### config.mk
export PLATFORM = sky130hd
export DESIGN_NAME = alu_n_bit
export DESIGN_NICKNAME = d
export VERILOG_FILES = /design/src/rtl/alu_pkg.sv /design/src/rtl/alu_comb.sv /design/src/rtl/alu_n_bit.sv
export SDC_FILE = /design/constraint.sdc
export NUM_CORES = 1
export LEC_CHECK = 0
export ABC_AREA = 1
export CAP_MARGIN = 20
export CORE_UTILIZATION = 49
export CTS_CLUSTER_DIAMETER = 30
export CTS_CLUSTER_SIZE = 28
export DETAILED_ROUTE_END_ITERATION = 10
export PLACE_DENSITY = 0.77
export SETUP_SLACK_MARGIN = 0.1
export SLEW_MARGIN = 10
export SYNTH_ARGS = -nofsm -noshare
export SYNTH_HDL_FRONTEND = slang
export SYNTH_HIERARCHICAL = 1
export SYNTH_SLANG_ARGS = --single-unit
### constraint.sdc
create_clock -name clk -period 3.3 [get_ports clk]
set_input_delay 0.66 -clock clk [delete_from_list [all_inputs] [get_ports clk]]
set_output_delay 0.66 -clock clk [all_outputs]
set_load 0.01 [all_outputs]
### src/rtl/alu_pkg.sv
// Shared opcode definitions for the ALU family.
//   opcode_t : 3-bit opcode type
//   OP_*     : opcode constants; all eight encodings are defined operations
package alu_pkg;

  typedef logic [2:0] opcode_t;

  localparam opcode_t OP_ADD = 3'b000;
  localparam opcode_t OP_SUB = 3'b001;
  localparam opcode_t OP_AND = 3'b010;
  localparam opcode_t OP_OR  = 3'b011;
  localparam opcode_t OP_XOR = 3'b100;
  localparam opcode_t OP_NOT = 3'b101;
  localparam opcode_t OP_SHL = 3'b110;
  localparam opcode_t OP_SHR = 3'b111;

endpackage

### src/rtl/alu_comb.sv
// Purely combinational ALU datapath. It is reusable by an unregistered variant.
// Ports:
//   a, b   : WIDTH-bit unsigned operands
//   sel    : opcode (alu_pkg::opcode_t)
//   result : WIDTH+1 bits. The MSB holds the carry, the borrow, or the bit shifted out.
module alu_comb
  import alu_pkg::*;
#(
  parameter int WIDTH = 8
) (
  input  logic [WIDTH-1:0] a,
  input  logic [WIDTH-1:0] b,
  input  opcode_t          sel,
  output logic [WIDTH:0]   result
);

  // Zero-extend the operands so that ADD and SUB produce the carry or borrow in the MSB.
  // SUB wraps mod 2^(WIDTH+1). For that reason its MSB is set exactly when a < b.
  logic [WIDTH:0] ax, bx;
  assign ax = {1'b0, a};
  assign bx = {1'b0, b};

  always_comb begin
    result = '0;
    unique case (sel)
      OP_ADD: result = ax + bx;
      OP_SUB: result = ax - bx;
      OP_AND: result = {1'b0, a & b};
      OP_OR:  result = {1'b0, a | b};
      OP_XOR: result = {1'b0, a ^ b};
      OP_NOT: result = {1'b0, ~a};
      OP_SHL: result = {a, 1'b0};
      OP_SHR: result = {2'b00, a[WIDTH-1:1]};
      default: result = '0;
    endcase
  end

endmodule

### src/rtl/alu_n_bit.sv
// ALU with a registered result. A new operation is accepted on every clock, and the latency is 1 cycle.
// Ports:
//   clk  : rising-edge clock
//   rst  : synchronous, active-high reset. It forces out to 0 and has priority over the operation.
//   a, b : WIDTH-bit unsigned operands
//   sel  : 3-bit opcode
//   out  : WIDTH+1-bit registered result. Bit WIDTH holds the carry, the borrow, or the bit shifted out.
module alu_n_bit
  import alu_pkg::*;
#(
  parameter int WIDTH = 8
) (
  input  logic             clk,
  input  logic             rst,
  input  logic [WIDTH-1:0] a,
  input  logic [WIDTH-1:0] b,
  input  logic [2:0]       sel,
  output logic [WIDTH:0]   out
);

  logic [WIDTH:0] result;

  alu_comb #(.WIDTH(WIDTH)) u_comb (
    .a      (a),
    .b      (b),
    .sel    (opcode_t'(sel)),
    .result (result)
  );

  always_ff @(posedge clk) begin
    if (rst) out <= '0;
    else     out <= result;
  end

endmodule

After elaboration in Yosys (flattened, before gate mapping)
Cells that the tools add are included.
{"block": "word_totals", "ff_bits": 9, "input_bits": 21, "out_inout_bits": 9, "word_cells": 16}
{"block": "classes", "addsub": 2, "eq_ne": 7, "n_mux": 1, "bitwise_logic": 4, "n_reduce_logical": 1}
{"operator": "$pmux 9 s8", "count": 1}
{"operator": "$eq 3x3->1 const B", "count": 4}
{"operator": "$add 8x8->9", "count": 1}
{"operator": "$sub 8x8->9", "count": 1}
{"operator": "$and 8x8->8", "count": 1}
{"operator": "$not 8->8", "count": 1}
{"operator": "$or 8x8->8", "count": 1}
{"operator": "$xor 8x8->8", "count": 1}
{"operator": "$eq 3x2->1 const B", "count": 2}
{"operator": "$eq 3x1->1 const B", "count": 1}
{"operator": "$logic_not 3->1", "count": 1}

Logic depth before layout (Yosys ltp)
Gate-level depths: netlist of run 1.
{"block": "depth", "ltp_word": 2, "depth_mapped": 18, "ltp_nobuf": 18}

Cells and area by module
Netlist of run 1, hierarchy kept.
{"mod": "alu_comb", "n_inst": 1, "cells_each": 225, "area_per_inst_um2": 1238.7, "seq_area_each_um2": 0.0}
{"mod": "alu_n_bit", "n_inst": 1, "cells_each": 28, "area_per_inst_um2": 259.0, "seq_area_each_um2": 180.2}

Worst setup path before layout of run 1
No wires, ideal clock.
{"block": "synth_timing", "path_type": "input-to-reg", "start": "in sel[2]", "end": "reg out[6]", "setup_time_ns": 0.111, "t_arrival_ns": 2.405, "required_time_ns": 3.189, "path_slack_ns": 0.784, "path_stages": 16, "n_path_buf": 1, "path_cell_list": "buf_2 nor2_4 nand2_4 nand2_1 xor2_1 inv_1 ha_1 or2_2 nand3b_1 nand2_1 nand2_1 nand2_1 nand2_1 nand2_1 inv_1 nor2_1"}
{"block": "synth_via", "elab_chain_cells": 2, "word_cells_on_any_way": 9, "classes_between": "7 x eq/ne; 1 x mux; 1 x reduce/logical"}
{"item": "start: declaration", "line_no": "alu_n_bit.sv:17", "text": "input logic [2:0] sel,"}
{"item": "$eq 3x3->1, or another cell as far along", "line_no": "alu_comb.sv:25", "text": "unique case (sel)"}
{"item": "$pmux 9 s8 *", "line_no": "alu_comb.sv:25"}
{"item": "via result[6]", "line_no": "alu_n_bit.sv:21", "text": "logic [WIDTH:0] result;"}
{"item": "end signal: assignment", "line_no": "alu_n_bit.sv:32", "text": "else out <= result;"}
{"item": "end: declaration", "line_no": "alu_n_bit.sv:18", "text": "output logic [WIDTH:0] out"}
The timed path passes the listed nets; every way through them passes the cells marked *.
A chain may end at the register's enable or synchronous reset.

Worst setup path in the final report of run 1
{"block": "layout_timing", "start": "in b[0]", "end": "reg out[8]"}
{"block": "layout_via", "elab_chain_cells": 2, "word_cells_on_any_way": 3, "classes_between": "2 x add/sub; 1 x mux"}
{"item": "start: declaration", "line_no": "alu_n_bit.sv:16", "text": "input logic [WIDTH-1:0] b,"}
{"item": "$sub 8x8->9 or $add 8x8->9 (tied branches)", "line_no": "alu_comb.sv:27, alu_comb.sv:26"}
{"item": "$pmux 9 s8 *", "line_no": "alu_comb.sv:25"}
{"item": "via result[8]", "line_no": "alu_n_bit.sv:21"}
Marks and branches as above.

==> results of run 1 <==
final cells by class:
class | instances | area, sq um | share of cell area
clock buffers | 4 | 26.3 | 0.0142
repair buffers | 32 | 313 | 0.169
inverters | 52 | 195 | 0.105
well taps | 31 | 38.8 | 0.0209
flip-flops and latches | 9 | 180 | 0.0973
multi-input cells | 189 | 1100 | 0.593
kinds of logic (layout without fill, tap and decap cells):
group           after synthesis  after routing  synth area share
fa+ha+maj                    26             26             0.222
simple gates                130            130             0.375
compound gates               26             26            0.0952
xor+xnor                      7              7            0.0409
buf+inv                      55             88             0.146
flops                         9              9             0.120
worst max path at each step:
stage / to / slack [ns] / start
floorplan: out[6] / 0.78 / sel[2]
finish: out[8] / 0.54 / b[0]
detailed placement: out[8] / 0.31 / b[0]
CTS: out[8] / 0.56 / b[0]
global placement: out[8] / 0.33 / b[0]
global route: out[8] / 0.24 / b[0]
power breakdown:
part	switching (mW)	internal, mW	leakage, nW
sequential	0.00236	0.120	0.0745
combinational	0.145	0.117	0.966
clock	0.0332	0.0463	0.0150
metal layers:
layer,GRT usage,vias up
met2,0.417,58
met1,0.294,698
met3,0.0136,6
met4,0.0697,0
met5,0,-
li1,-,850
synthesized netlist by cell type (all sizes together):
cell type	count	area share
a21oi	13	0.043
buf	3	0.016
dfxtp	9	0.12
fa	1	0.013
ha	25	0.21
inv	52	0.13
nand2	61	0.16
nand3	19	0.067
nand3b	2	0.010
nand4	2	0.0084
nor2	43	0.11
nor3	1	0.011
o2111ai	2	0.012
o211ai	1	0.0050
o21ai	8	0.027
o22ai	2	0.0084
or2	2	0.0084
xnor2	2	0.012
xor2	5	0.029
critical path, cell delays in order:
cell and delay [ns]:
clkdlybuf4s50_1 0.52, inv_1 0.09, ha_1 0.30, nand2_1 0.06
o21ai_1 0.12, fa_1 0.43, inv_1 0.07, nand2_1 0.06
nand2_1 0.11, nand3_1 0.11, nand2_1 0.08, nand2_1 0.04
nand3_1 0.07, nand2_1 0.07, inv_1 0.05, nor2_1 0.03
stage by stage:
stage          utilization  power [mW]  hold WS, ns  setup WS, ns
4_1_cts              0.655       0.467         1.15         0.556
3_5_place_dp         0.645       0.385         1.40         0.306
5_1_grt              0.655       0.506         1.18         0.236
2_1_floorplan            -       0.296        0.844         0.784
3_3_place_gp         0.645       0.382         1.39         0.332
6_report             0.655       0.464         1.15         0.539
==> impl_metrics.py, run 1 <==
metrics = {
    "routing": {
        "routed.top_layer": "met4",
        "wl_per_cell_um": 11.2,
        "dr.pass1.iters": 7,
        "routed_via_density": 5.09,
        "postRouteAntennaNets": 0,
        "vias": 1612,
        "m1WireLength_um": 1620,
        "wl_met2_um": 1640,
        "drc": 2,
        "routed_wl_um": 3550,
        "wl_met3_um": 246,
        "drt_iter0_markers": 71,
    },
    "pwr": {
        "ir_drop_mv": 0.0888,
        "power_density_mw_per_mm2": 251,
        "p_leak_nw": 1.06,
    },
    "clock_network": {
        "cts.sink_count": 9,
        "htree_levels": 1,
        "cts_buffer_depth": 2,
        "cts_made_buffers": 3,
        "cts_resized": 0,
        "tritoncts": "done",
        "hold_buffers": 0,
        "cts-root-buf": "clkbuf_4",
        "cts_setup_buffers": 0,
        "path_clk_slew_ns": 0.06,
    },
    "sta": {
        "setup_tns_ns": 0,
        "setup_violations": 0,
        "fmax_mhz": 362,
        "period_share": 0.837,
        "slew_headroom": 0.716,
        "rsz0062_at_grt": "no",
        "min_period_ns": 2.76,
        "hold_viol": 0,
        "worst_pin_slew_ns": 0.425,
        "drv_slew": 0,
    },
    "hold_path": {
        "hp-class": "input port to flop",
        "hold_end": "out[5]",
        "whs_path_depth": 2,
        "hold_start": "rst",
    },
    "synth": {
        "synth_seq_area_share": 0.120,
        "synth_cells": 253,
        "synthesis.area_sq_mm": 0.00150,
        "synth_nets": 300,
        "synth_cell_types": 26,
        "avgSynthCellArea_sq_um": 5.92,
        "yosysWarnings": 6,
        "ys_ff_latch": 9,
    },
    "cells_and_area": {
        "syn_to_final_growth_pct": 23.6,
        "fin_nets": 334,
        "num_antenna_cells": 0,
        "final_cell_mix": "nand2_1 (60), inv_1 (47), nor2_1 (42), clkdlybuf4s50_1 (29), ha_1 (25)",
        "final_area_sq_mm": 0.00185,
        "largest_register_ffs": 9,
        "layout_commonest_cell": "nand2_1",
        "drive_gt1_frac": 0.0594,
        "fillCellCount": 292,
        "regMostFlops": "out",
        "fin_cells": 317,
        "top_regs": "out x9",
    },
    "critical_path": {
        "startpoint_type": "input port",
        "cp_data_arrival_time_ns": 2.89,
        "setup.worst_path.class": "input port to flop",
        "endpoint_kind": "flop",
        "crit_required_ns": 3.43,
        "worstPathMaxFanout": 3,
    },
    "job": {
        "maxCapViolations": 0,
    },
    "place": {
        "place.gp.congestion": 0.918,
        "port_buffers": 29,
        "placed_area_sq_mm": 0.00183,
        "dp.cells": 313,
        "hpwl_um": 2920,
    },
    "floorplanning": {
        "die-area_sq_mm": 0.00328,
        "io_pins": 30,
        "dieHeight_um": 57.3,
        "core_sq_mm": 0.00283,
        "rows": 19,
        "fp.dieW_um": 57.3,
        "initial_core_util": 0.529,
    },
    "global_routing": {
        "antenna_found_initial": 0,
        "grt_pass1_wl_um": 5900,
        "grt_start_max_net_pins": 11,
        "grt_usage": 0.231,
        "gr-total-overflow": 0,
        "grt_pass1_vias": 1372,
    },
    "run_status": {
        "status": "finished, violations left",
        "violations": "design-rule violations",
    },
}
No activity file was read; power rests on OpenSTA's default activity.
==> run 2, diff against run 1 <==
==> constraint.sdc (replaced) <==
create_clock -name clk -period 2.7 [get_ports clk]
set_input_delay 0.54 -clock clk [delete_from_list [all_inputs] [get_ports clk]]
set_output_delay 0.54 -clock clk [all_outputs]
set_load 0.01 [all_outputs]
==> run 2 against run 1 <==
The run still ends with design-rule violations left. Combinational power up 44%. Highest routed layer unchanged. Via count grew 3.0%. First-iteration DRC count grew 37%. Utilization increased by 8.5 points. Total power up 35%. Sequential share of layout area shrank 1.1 points. Global-route usage is 0.97 points higher.
==> impl_metrics.py, run 2 (synthesis results as in run 1) <==
metrics = {
    "sta": {
        "drv_slew": 0,
        "min_period_ns": 2.39,
        "rsz0062_at_grt": "no",
        "fmax_mhz": 418,
        "setup_violations": 0,
        "hold_viol": 0,
        "setup_tns_ns": 0,
        "slew_headroom": 0.717,
        "worst_pin_slew_ns": 0.423,
        "period_share": 0.887,
    },
    "clock_network": {
        "cts.sink_count": 9,
        "cts_buffer_depth": 2,
        "cts-root-buf": "clkbuf_4",
        "tritoncts": "done",
        "cts_made_buffers": 3,
        "path_clk_slew_ns": 0.06,
        "htree_levels": 1,
    },
    "critical_path": {
        "startpoint": "sel[0]",
        "cp_data_arrival_time_ns": 2.59,
        "worstPathMaxFanout": 8,
        "crit_required_ns": 2.89,
        "crit_end": "out[8]",
        "crit_top_cell": "nand2_1",
        "setup.worst_path.class": "input port to flop",
        "crit_chain": "clkdlybuf4s50_1 -> nand2_4 -> nand2_1 -> xor2_1 -> inv_1 -> ha_1 -> or2_2 -> nand3_1 -> nand2_1 -> nand2_1 -> nand3_1 -> nand2_1 -> inv_1 -> nor2_1",
        "cp_slowest_cell": "clkdlybuf4s50_1",
        "crit_path_max_incr_delay_ns": 0.52,
        "endpoint_kind": "flop",
        "startpoint_type": "input port",
    },
    "floorplanning": {
        "core_sq_mm": 0.00283,
        "initial_core_util": 0.529,
        "rows": 19,
        "die-area_sq_mm": 0.00328,
        "fp.dieW_um": 57.3,
        "dieHeight_um": 57.3,
        "io_pins": 30,
    },
    "pwr": {
        "swShare": 0.384,
        "p_clk_frac": 0.158,
        "p_leak_nw": 1.21,
        "p_comb_frac": 0.604,
        "power_density_mw_per_mm2": 299,
        "seq_power_share": 0.238,
        "ir_drop_mv": 0.110,
        "p_sw_mw": 0.241,
        "internal-power_mw": 0.385,
        "total_power_mw": 0.626,
    },
    "cells_and_area": {
        "layout_commonest_cell": "nand2_1",
        "largest_register_ffs": 9,
        "regMostFlops": "out",
        "syn_to_final_growth_pct": 39.7,
        "fin_nets": 355,
        "final_cell_mix": "nand2_1 (60), inv_1 (44), nor2_1 (38), buf_4 (24), clkdlybuf4s50_1 (23)",
        "fin_util": 0.739,
        "final_area_sq_mm": 0.00209,
        "num_antenna_cells": 0,
        "top_regs": "out x9",
        "drive_gt1_frac": 0.173,
    },
    "global_routing": {
        "antenna_found_initial": 0,
        "grt_pass1_wl_um": 6310,
        "grt_pass1_vias": 1474,
        "gr-total-overflow": 0,
        "grt_start_max_net_pins": 10,
        "grt_usage": 0.240,
    },
    "place": {
        "placed_area_sq_mm": 0.00197,
        "port_buffers": 29,
        "place.gp.congestion": 0.853,
        "hpwl_um": 3050,
    },
    "routing": {
        "routed_via_density": 4.91,
        "wl_per_cell_um": 11.1,
        "postRouteAntennaNets": 0,
        "drt_iter0_markers": 97,
        "dr.pass1.iters": 7,
        "routed_wl_um": 3740,
        "vias": 1661,
        "drc": 2,
    },
    "run_status": {
        "violations": "design-rule violations",
        "status": "finished, violations left",
    },
    "hold_path": {
        "hp-class": "input port to flop",
    },
    "job": {
        "maxCapViolations": 0,
    },
}
## run 2: changes by cell type in the layout (fill, tap and decap cells not counted), moves of 2 or more
cell / delta
buf_4: +21
clkdlybuf4s50_1: -6
dlymetal6s2s_1: +6
ha_1: -3
ha_4: +3
inv_1: -3
inv_2: +3
nand3_1: -2
nand3_2: +2
nor2_1: -4
nor2_2: +4
## run 2: critical path, delay by kind of cell
kind	cells	cell delay (ns)
simple gates	9	0.96
buf+inv	3	0.62
xor+xnor	1	0.16
fa+ha+maj	1	0.28
## run 2: stage by stage
| stage | cells | setup WS (ns) | hold WS, ns |
|---|---|---|---|
| floorplan | 253 | 0.304 | 0.724 |
| global placement | 332 | -0.0647 | 1.27 |
| detailed placement | 332 | -0.104 | 1.27 |
| CTS | 336 | 0.159 | 1.03 |
| global route | 338 | 0.101 | 0.902 |
| finish | 338 | 0.306 | 0.835 |
## run 2: repair_timing
| item | CTS | global route |
|---|---|---|
| hold buffers | 0 | 0 |
| endpoints found under the setup margin | 0 | 5 |
| setup buffers | 0 | 2 |
| resized for setup | 0 | 22 |
## run 2: worst min-delay path by stage
stage            from  endpoint  slack (ns)  cells after the start
4_1_cts           rst    out[0]        1.03                      2
3_5_place_dp   out[8]    out[8]        1.27                      1
6_report         b[1]    out[1]        0.84                      6
5_1_grt        sel[2]    out[5]        0.90                      7
3_3_place_gp   out[2]    out[2]        1.27                      1
2_1_floorplan     rst    out[8]        0.72                      2
## run 2: final cells by class
| cell class | instances | area, sq um |
|---|---|---|
| Inverter | 52 | 195 |
| Timing Repair Buffer | 53 | 485 |
| Clock buffer | 4 | 26.3 |
| Fill cell | 236 | 737 |
| Sequential cell | 9 | 180 |
| Multi-Input combinational cell | 189 | 1170 |
| Tap cell | 31 | 38.8 |
## run 2: power by group through the flow
stage | combinational (mW) | sequential (mW) | clock, mW
2_1_floorplan | 0.202 | 0.160 | 0
3_3_place_gp | 0.347 | 0.152 | 0
3_5_place_dp | 0.353 | 0.152 | 0
4_1_cts | 0.354 | 0.149 | 0.103
5_1_grt | 0.424 | 0.150 | 0.112
6_report | 0.378 | 0.149 | 0.0988
## run 2: layer usage
| metal | share of wire | GRT usage | vias to the layer above |
|---|---|---|---|
| li1 | - | - | 893 |
| met1 | 0.49 | 0.337 | 722 |
| met2 | 0.47 | 0.407 | 42 |
| met3 | 0.035 | 0.0113 | 4 |
| met4 | 0.0067 | 0.0557 | 0 |
| met5 | 0 | 0 | - |
